<file path="config.mk">
export PLATFORM = sky130hd
export DESIGN_NAME = pipe_seq_ctrl
export DESIGN_NICKNAME = d
export VERILOG_FILES = /design/src/rtl/pipe_seq_ctrl.sv
export SDC_FILE = /design/constraint.sdc
export NUM_CORES = 1
export LEC_CHECK = 0
export ABC_CLOCK_PERIOD_IN_PS = 6000
export BUFFER_PORTS_ARGS = -buffer_cell sky130_fd_sc_hd__buf_2
export CAP_MARGIN = 30
export CELL_PAD_IN_SITES_DETAIL_PLACEMENT = 1
export CELL_PAD_IN_SITES_GLOBAL_PLACEMENT = 2
export CORE_MARGIN = 5
export CORE_UTILIZATION = 34
export CTS_CLUSTER_SIZE = 40
export DETAILED_ROUTE_END_ITERATION = 16
export HOLD_SLACK_MARGIN = 0.08
export PLACE_DENSITY = 0.88
export SLEW_MARGIN = 20
export SYNTH_ARGS = -nofsm -noshare
export SYNTH_HDL_FRONTEND = slang
export SYNTH_SLANG_ARGS = --single-unit
</file>
<file path="constraint.sdc">
create_clock -name clk -period 6 [get_ports clk]
set_clock_uncertainty 0.1 [all_clocks]
set_input_delay 1.2 -clock clk [delete_from_list [all_inputs] [get_ports clk]]
set_output_delay 1.2 -clock clk [all_outputs]
set_load 0.01 [all_outputs]
</file>
<file path="src/rtl/pipe_seq_ctrl.sv">
// pipe_seq_ctrl: pipeline stall/flush sequencer with multi-cycle mul/div handshake and timeout
module pipe_seq_ctrl (
  input  logic        clk,
  input  logic        rst,
  input  logic        hazard_stall_i,
  input  logic        redirect_i,
  input  logic        md_start_i,
  input  logic        md_done_i,
  output logic        pc_we_o,
  output logic        pc_sel_o,
  output logic        ifid_we_o,
  output logic        ifid_flush_o,
  output logic        idex_we_o,
  output logic        idex_flush_o,
  output logic        exme_flush_o,
  output logic        md_req_o,
  output logic        md_err_o,
  output logic [1:0]  state_o,
  output logic [31:0] stall_cnt_o,
  output logic [31:0] flush_cnt_o
);
  localparam logic [1:0] RUN     = 2'b00;
  localparam logic [1:0] MD_BUSY = 2'b01;
  localparam logic [1:0] MD_DONE = 2'b10;
  logic [5:0] busy_cnt;
  logic [1:0] state_nxt;
  logic       freeze, stall, redir, timeout;
  always_comb begin
    freeze       = state_o == MD_BUSY || (state_o == RUN && md_start_i);
    stall        = !freeze && hazard_stall_i;
    redir        = !freeze && !hazard_stall_i && redirect_i;
    pc_we_o      = !rst && !freeze && !stall;
    pc_sel_o     = !rst && redir;
    ifid_we_o    = !rst && !freeze && !stall;
    ifid_flush_o = rst || redir;
    idex_we_o    = !rst && !freeze;
    idex_flush_o = rst || stall;
    exme_flush_o = rst || freeze;
    // 63rd busy cycle without a result: give up and release the pipeline
    timeout      = state_o == MD_BUSY && !md_done_i && busy_cnt == 6'd62;
    state_nxt    = state_o == RUN     ? (md_start_i ? MD_BUSY : RUN) :
                   state_o == MD_BUSY ? ((md_done_i || timeout) ? MD_DONE : MD_BUSY) : RUN;
  end
  always_ff @(posedge clk) begin
    if (rst) begin
      state_o     <= RUN;
      md_req_o    <= 1'b0;
      md_err_o    <= 1'b0;
      busy_cnt    <= 6'd0;
      stall_cnt_o <= 32'd0;
      flush_cnt_o <= 32'd0;
    end else begin
      state_o     <= state_nxt;
      md_req_o    <= state_o == RUN && md_start_i;
      md_err_o    <= md_err_o || timeout;
      busy_cnt    <= state_o == MD_BUSY ? busy_cnt + 6'd1 : 6'd0;
      stall_cnt_o <= stall_cnt_o + {31'd0, !pc_we_o};
      flush_cnt_o <= flush_cnt_o + {31'd0, ifid_flush_o};
    end
  end
endmodule
</file>
== Word-level counts from Yosys, hierarchy flattened ==
Index checks and enable logic that the tools add are counted.
Word-level totals
  bits in registers: 74
  input bits: 6
  word-level logic and storage cells: 39
Operators by class
  $add $sub $neg: 3
  eq/ne operators: 2
  muxes and demuxes: 4
  bitwise gates (word level): 1
  reductions and logical operators: 23
Operator list (number)
  adder 32 x 1 -> 32 bit: 2
  logical AND 1 bit: 9
  adder 6 x 1 -> 6 bit, second input constant: 1
  equality test 6 bit, second input constant: 1
  logical NOT 1 bit: 6
  logical OR 1 bit: 6
  2-to-1 mux 2 bit: 3
  equality test 2 x 1 -> 1 bit, second input constant: 1
  logical NOT 2 bit: 1
  OR reduction 2 bit: 1
  2-to-1 mux 1 bit: 1
  NOT 1 bit: 1

== Logic depth before layout (Yosys ltp) ==
  word-level depth: 9
  mapped depth: 12

== Least setup slack after synthesis ==
No wires, ideal clock.
  path kind: input -> register
  from: input rst
  to: register flush_cnt_o[20]
  setup time: 0.070 ns
  arrival time: 3.625 ns
  slack: 2.204 ns
  stages on the path: 10
  path buffers: 3
  path through: clkbuf_1 clkbuf_1 a31o_2 ha_1 ha_1 nand4_2 or4_4 buf_2 or3_1 a21oi_1
On the way
  cells in the longest elaborated chain, start to end: 2
RTL lines
  from (decl): RTL line 4  | input logic rst,
  logical OR 1 bit: RTL line 35  | ifid_flush_o = rst || redir;
  named net ifid_flush_o: RTL line 12  | output logic ifid_flush_o,
  adder 32 x 1 -> 32 bit: RTL line 58  | flush_cnt_o <= flush_cnt_o + {31'd0, ifid_flush_o};
  to (signal assigned): RTL line 58
  to (decl): RTL line 20  | output logic [31:0] flush_cnt_o
The timed path passes the listed nets, and every way through them passes these cells.
A chain may end at the register's enable or synchronous reset.

== Worst setup path after layout ==
  from: input rst
  to: register flush_cnt_o[28]
On the way
  cells in the longest elaborated chain, start to end: 2
RTL lines (RTL line)
  logical OR 1 bit: 35
  adder 32 x 1 -> 32 bit: 58
Several ways; a longest one is shown, not always the timed one.

==> flow_metrics.env <==
export IMPL_drv_slew=0
export IMPL_vdd_drop_max_mv=0.0873
export IMPL_ys_flop_type="dfxtp_1"
export IMPL_clkLatencyLatePin_ns=0.34
export IMPL_cts_tree="built"
export IMPL_grt_usage=0.154
export IMPL_critPathMaxFanout=73
export IMPL_clock_sinks=74
export IMPL_ant_nets=0
export IMPL_rsz0062_at_grt="false"
export IMPL_fp_row_count=36
export IMPL_p_leak_nw=1.55
export IMPL_tns_ns=0
export IMPL_max_clock_path_buffers=2
export IMPL_antenna_found_initial=0
export IMPL_grt_pass1_wl_mm=15.2
export IMPL_synth_area_leaders="dfxtp_1 (43%), nor2_1 (4.6%), a21oi_1 (4.5%), xnor2_1 (3.8%), nand4_1 (3.7%)"
export IMPL_critPathArrivalTime_ns=4.00
export IMPL_critPathRequiredTime_ns=6.16
export IMPL_synth_nets=411
export IMPL_syn_inst=398
export IMPL_max_freq_mhz=260
export IMPL_comb_power_share=0.046
export IMPL_nets=484
export IMPL_ys_async_sr_fraction=0
export IMPL_r2r_end="stall_cnt_o[30]$_SDFF_PP0_"
export IMPL_antennaDiodeCount=0
export IMPL_status="complete, no violations"
export IMPL_setup_violations=0
export IMPL_synth_most_common_cell="dfxtp_1"
export IMPL_post_route_period_util=0.640
export IMPL_r2r_slack_ns=2.85
export IMPL_die_h_microns=110
export IMPL_switchingPower_uw=208
export IMPL_floorplan_initialDensity=0.350
export IMPL_switching_share=0.234
export IMPL_worst_slew_pin_slew_ns=0.778
export IMPL_cp_start_kind="primary input"
export IMPL_intPower_uw=683
export IMPL_maxSlewHeadroom=0.482
export IMPL_cts_setup_buffers=0
export IMPL_cts_buffers=9
export IMPL_period_minus_slack_ns=3.84
export IMPL_synth_edf_count=0
export IMPL_powerDensity_nw_per_um2=218
export IMPL_pin_count=81
export IMPL_finalWeightedCongestion=0.762
export IMPL_ctsResizeCount=0
export IMPL_whs_endpoint="md_err_o$_SDFF_PP0_"
export IMPL_endpoint_kind="flop"
export IMPL_grt_pass1_vias=3198
export IMPL_wirelength_mm=9.18
export IMPL_routedWlPerCell_microns=15.1
export IMPL_portBuffers=80
export IMPL_holdBufCountCts=0
export IMPL_num_vias=3181
export IMPL_drive_gt1_frac=0.225
export IMPL_cts_root_buf="clkbuf_8"
export IMPL_drc_errors=0
export IMPL_finalPower_uw=891
export IMPL_dp_hpwl_mm=6.63
export IMPL_yosysWarnings=0
export IMPL_r2r_cells=10
export IMPL_ys_types=40
export IMPL_core_area_sq_um=9770
export IMPL_drv_cap=0
export IMPL_synthTopCellsByCount="dfxtp_1 (74), nor2_1 (42), a21oi_1 (31)"
export IMPL_holdCritStartpoint="md_err_o$_SDFF_PP0_"
export IMPL_drt_iter0_markers=121
export IMPL_hold_viol_final=0
export IMPL_ys_ff_latch=74
export IMPL_fin_cells=608
export IMPL_syn_avg_cell_area_sq_um=8.59
export IMPL_die_w_microns=110
export IMPL_syn_to_final_growth_pct=19.3
export IMPL_timing_rr_start="state_o[0]$_SDFF_PP0_"
export IMPL_synth_area_leader_cell="dfxtp_1"
export IMPL_seq_area_frac_synth=0.433
export IMPL_vias_per_cell=5.23
export IMPL_clk_pin_slew_ns=0.07
export IMPL_h_tree_depth=3
export IMPL_synth_top_area_frac=0.433
export IMPL_drtPass1Iterations=4
export IMPL_overflow=0
export IMPL_grt_max_degree=74
export IMPL_dieArea_sq_um=12200
export IMPL_place_inst=593
export IMPL_pwr_share_seq=0.566
export IMPL_netlist_area_sq_um=3420
export IMPL_worstHoldPathCells=2
export IMPL_power_frac_clock=0.389
export IMPL_hp_class="flop to flop"
export IMPL_crit_type="primary input to flop"
-- worst max path at each step --
| stage | startpoint | endpoint | slack, ns | cells after the start |
|---|---|---|---|---|
| 6_report | rst | flush_cnt_o[28]$_SDFF_PP0_ | 2.16 | 9 |
| 3_3_place_gp | rst | flush_cnt_o[30]$_SDFF_PP0_ | 1.91 | 9 |
| 3_5_place_dp | rst | flush_cnt_o[28]$_SDFF_PP0_ | 1.79 | 9 |
| 5_1_grt | rst | flush_cnt_o[28]$_SDFF_PP0_ | 1.95 | 9 |
| 4_1_cts | rst | flush_cnt_o[28]$_SDFF_PP0_ | 2.15 | 9 |
| 2_1_floorplan | rst | flush_cnt_o[20]$_SDFF_PP0_ | 2.20 | 10 |
-- critical path, cell delays in order --
cell	delay (ns)
buf_2	0.09
buf_4	0.62
a31o_2	0.25
ha_1	0.15
ha_1	0.22
nand4_2	0.21
or4_4	0.69
or4_1	0.43
a21oi_1	0.14
-- flip-flops by register name, indices dropped and copies added, names as in the netlist --
name and count:
stall_cnt_o 32, md_err_o 1, md_req_o 1, busy_cnt 6, state_o 2, flush_cnt_o 32
-- final cells by class --
class | instances | area (sq um)
Clock inverter | 2 | 12.5
Timing Repair Buffer | 81 | 408
Multi-Input combinational cell | 292 | 1800
Sequential cell | 74 | 1480
Clock buffer | 13 | 159
Tap cell | 133 | 166
Inverter | 13 | 48.8
Fill cell | 1202 | 5690
-- cell families after synthesis --
family	synth area share
simple gates	0.299
flops	0.433
compound gates	0.118
buf+inv	0.0392
xor+xnor	0.0717
fa+ha+maj	0.0256
mux	0.0132
-- placed cells by master, fill, tap and decap left out, drive strengths merged, types with 9 or more instances in the layout --
master,netlist,final
a21oi,31,31
and4,9,9
buf,6,81
clkbuf,13,13
dfxtp,74,74
inv,13,13
nand2,20,20
nand3,25,25
nand4,22,22
nor2,42,42
o21ai,17,17
o31ai,14,14
or3,17,17
or4,16,16
xnor2,15,15
xor2,13,13
-- metrics by stage --
stage / setup slack (ns) / util / hold slack [ns] / area (sq um)
5_1_grt: 1.95 / 0.417 / 0.403 / 4080
3_5_place_dp: 1.79 / 0.400 / 0.369 / 3910
3_3_place_gp: 1.91 / 0.400 / 0.360 / 3910
4_1_cts: 2.15 / 0.417 / 0.386 / 4080
2_1_floorplan: 2.20 / - / 0.341 / 3420
6_report: 2.16 / 0.417 / 0.379 / 4080
-- routing by layer --
layer,share of wire,global-route usage
met1,0.48,0.203
met2,0.47,0.256
met3,0.038,0.0315
met4,0.0085,0.0449
met5,0,0
-- power by group through the flow --
stage	Combinational (mW)	Clock, mW	Sequential, mW
final	0.0409	0.346	0.504
after global routing	0.0463	0.382	0.505
after CTS	0.0421	0.360	0.504
after detailed placement	0.0418	0	0.516
after global placement	0.0411	0	0.515
after floorplan	0.0233	0	0.516
No activity file was read; power rests on OpenSTA's default activity.
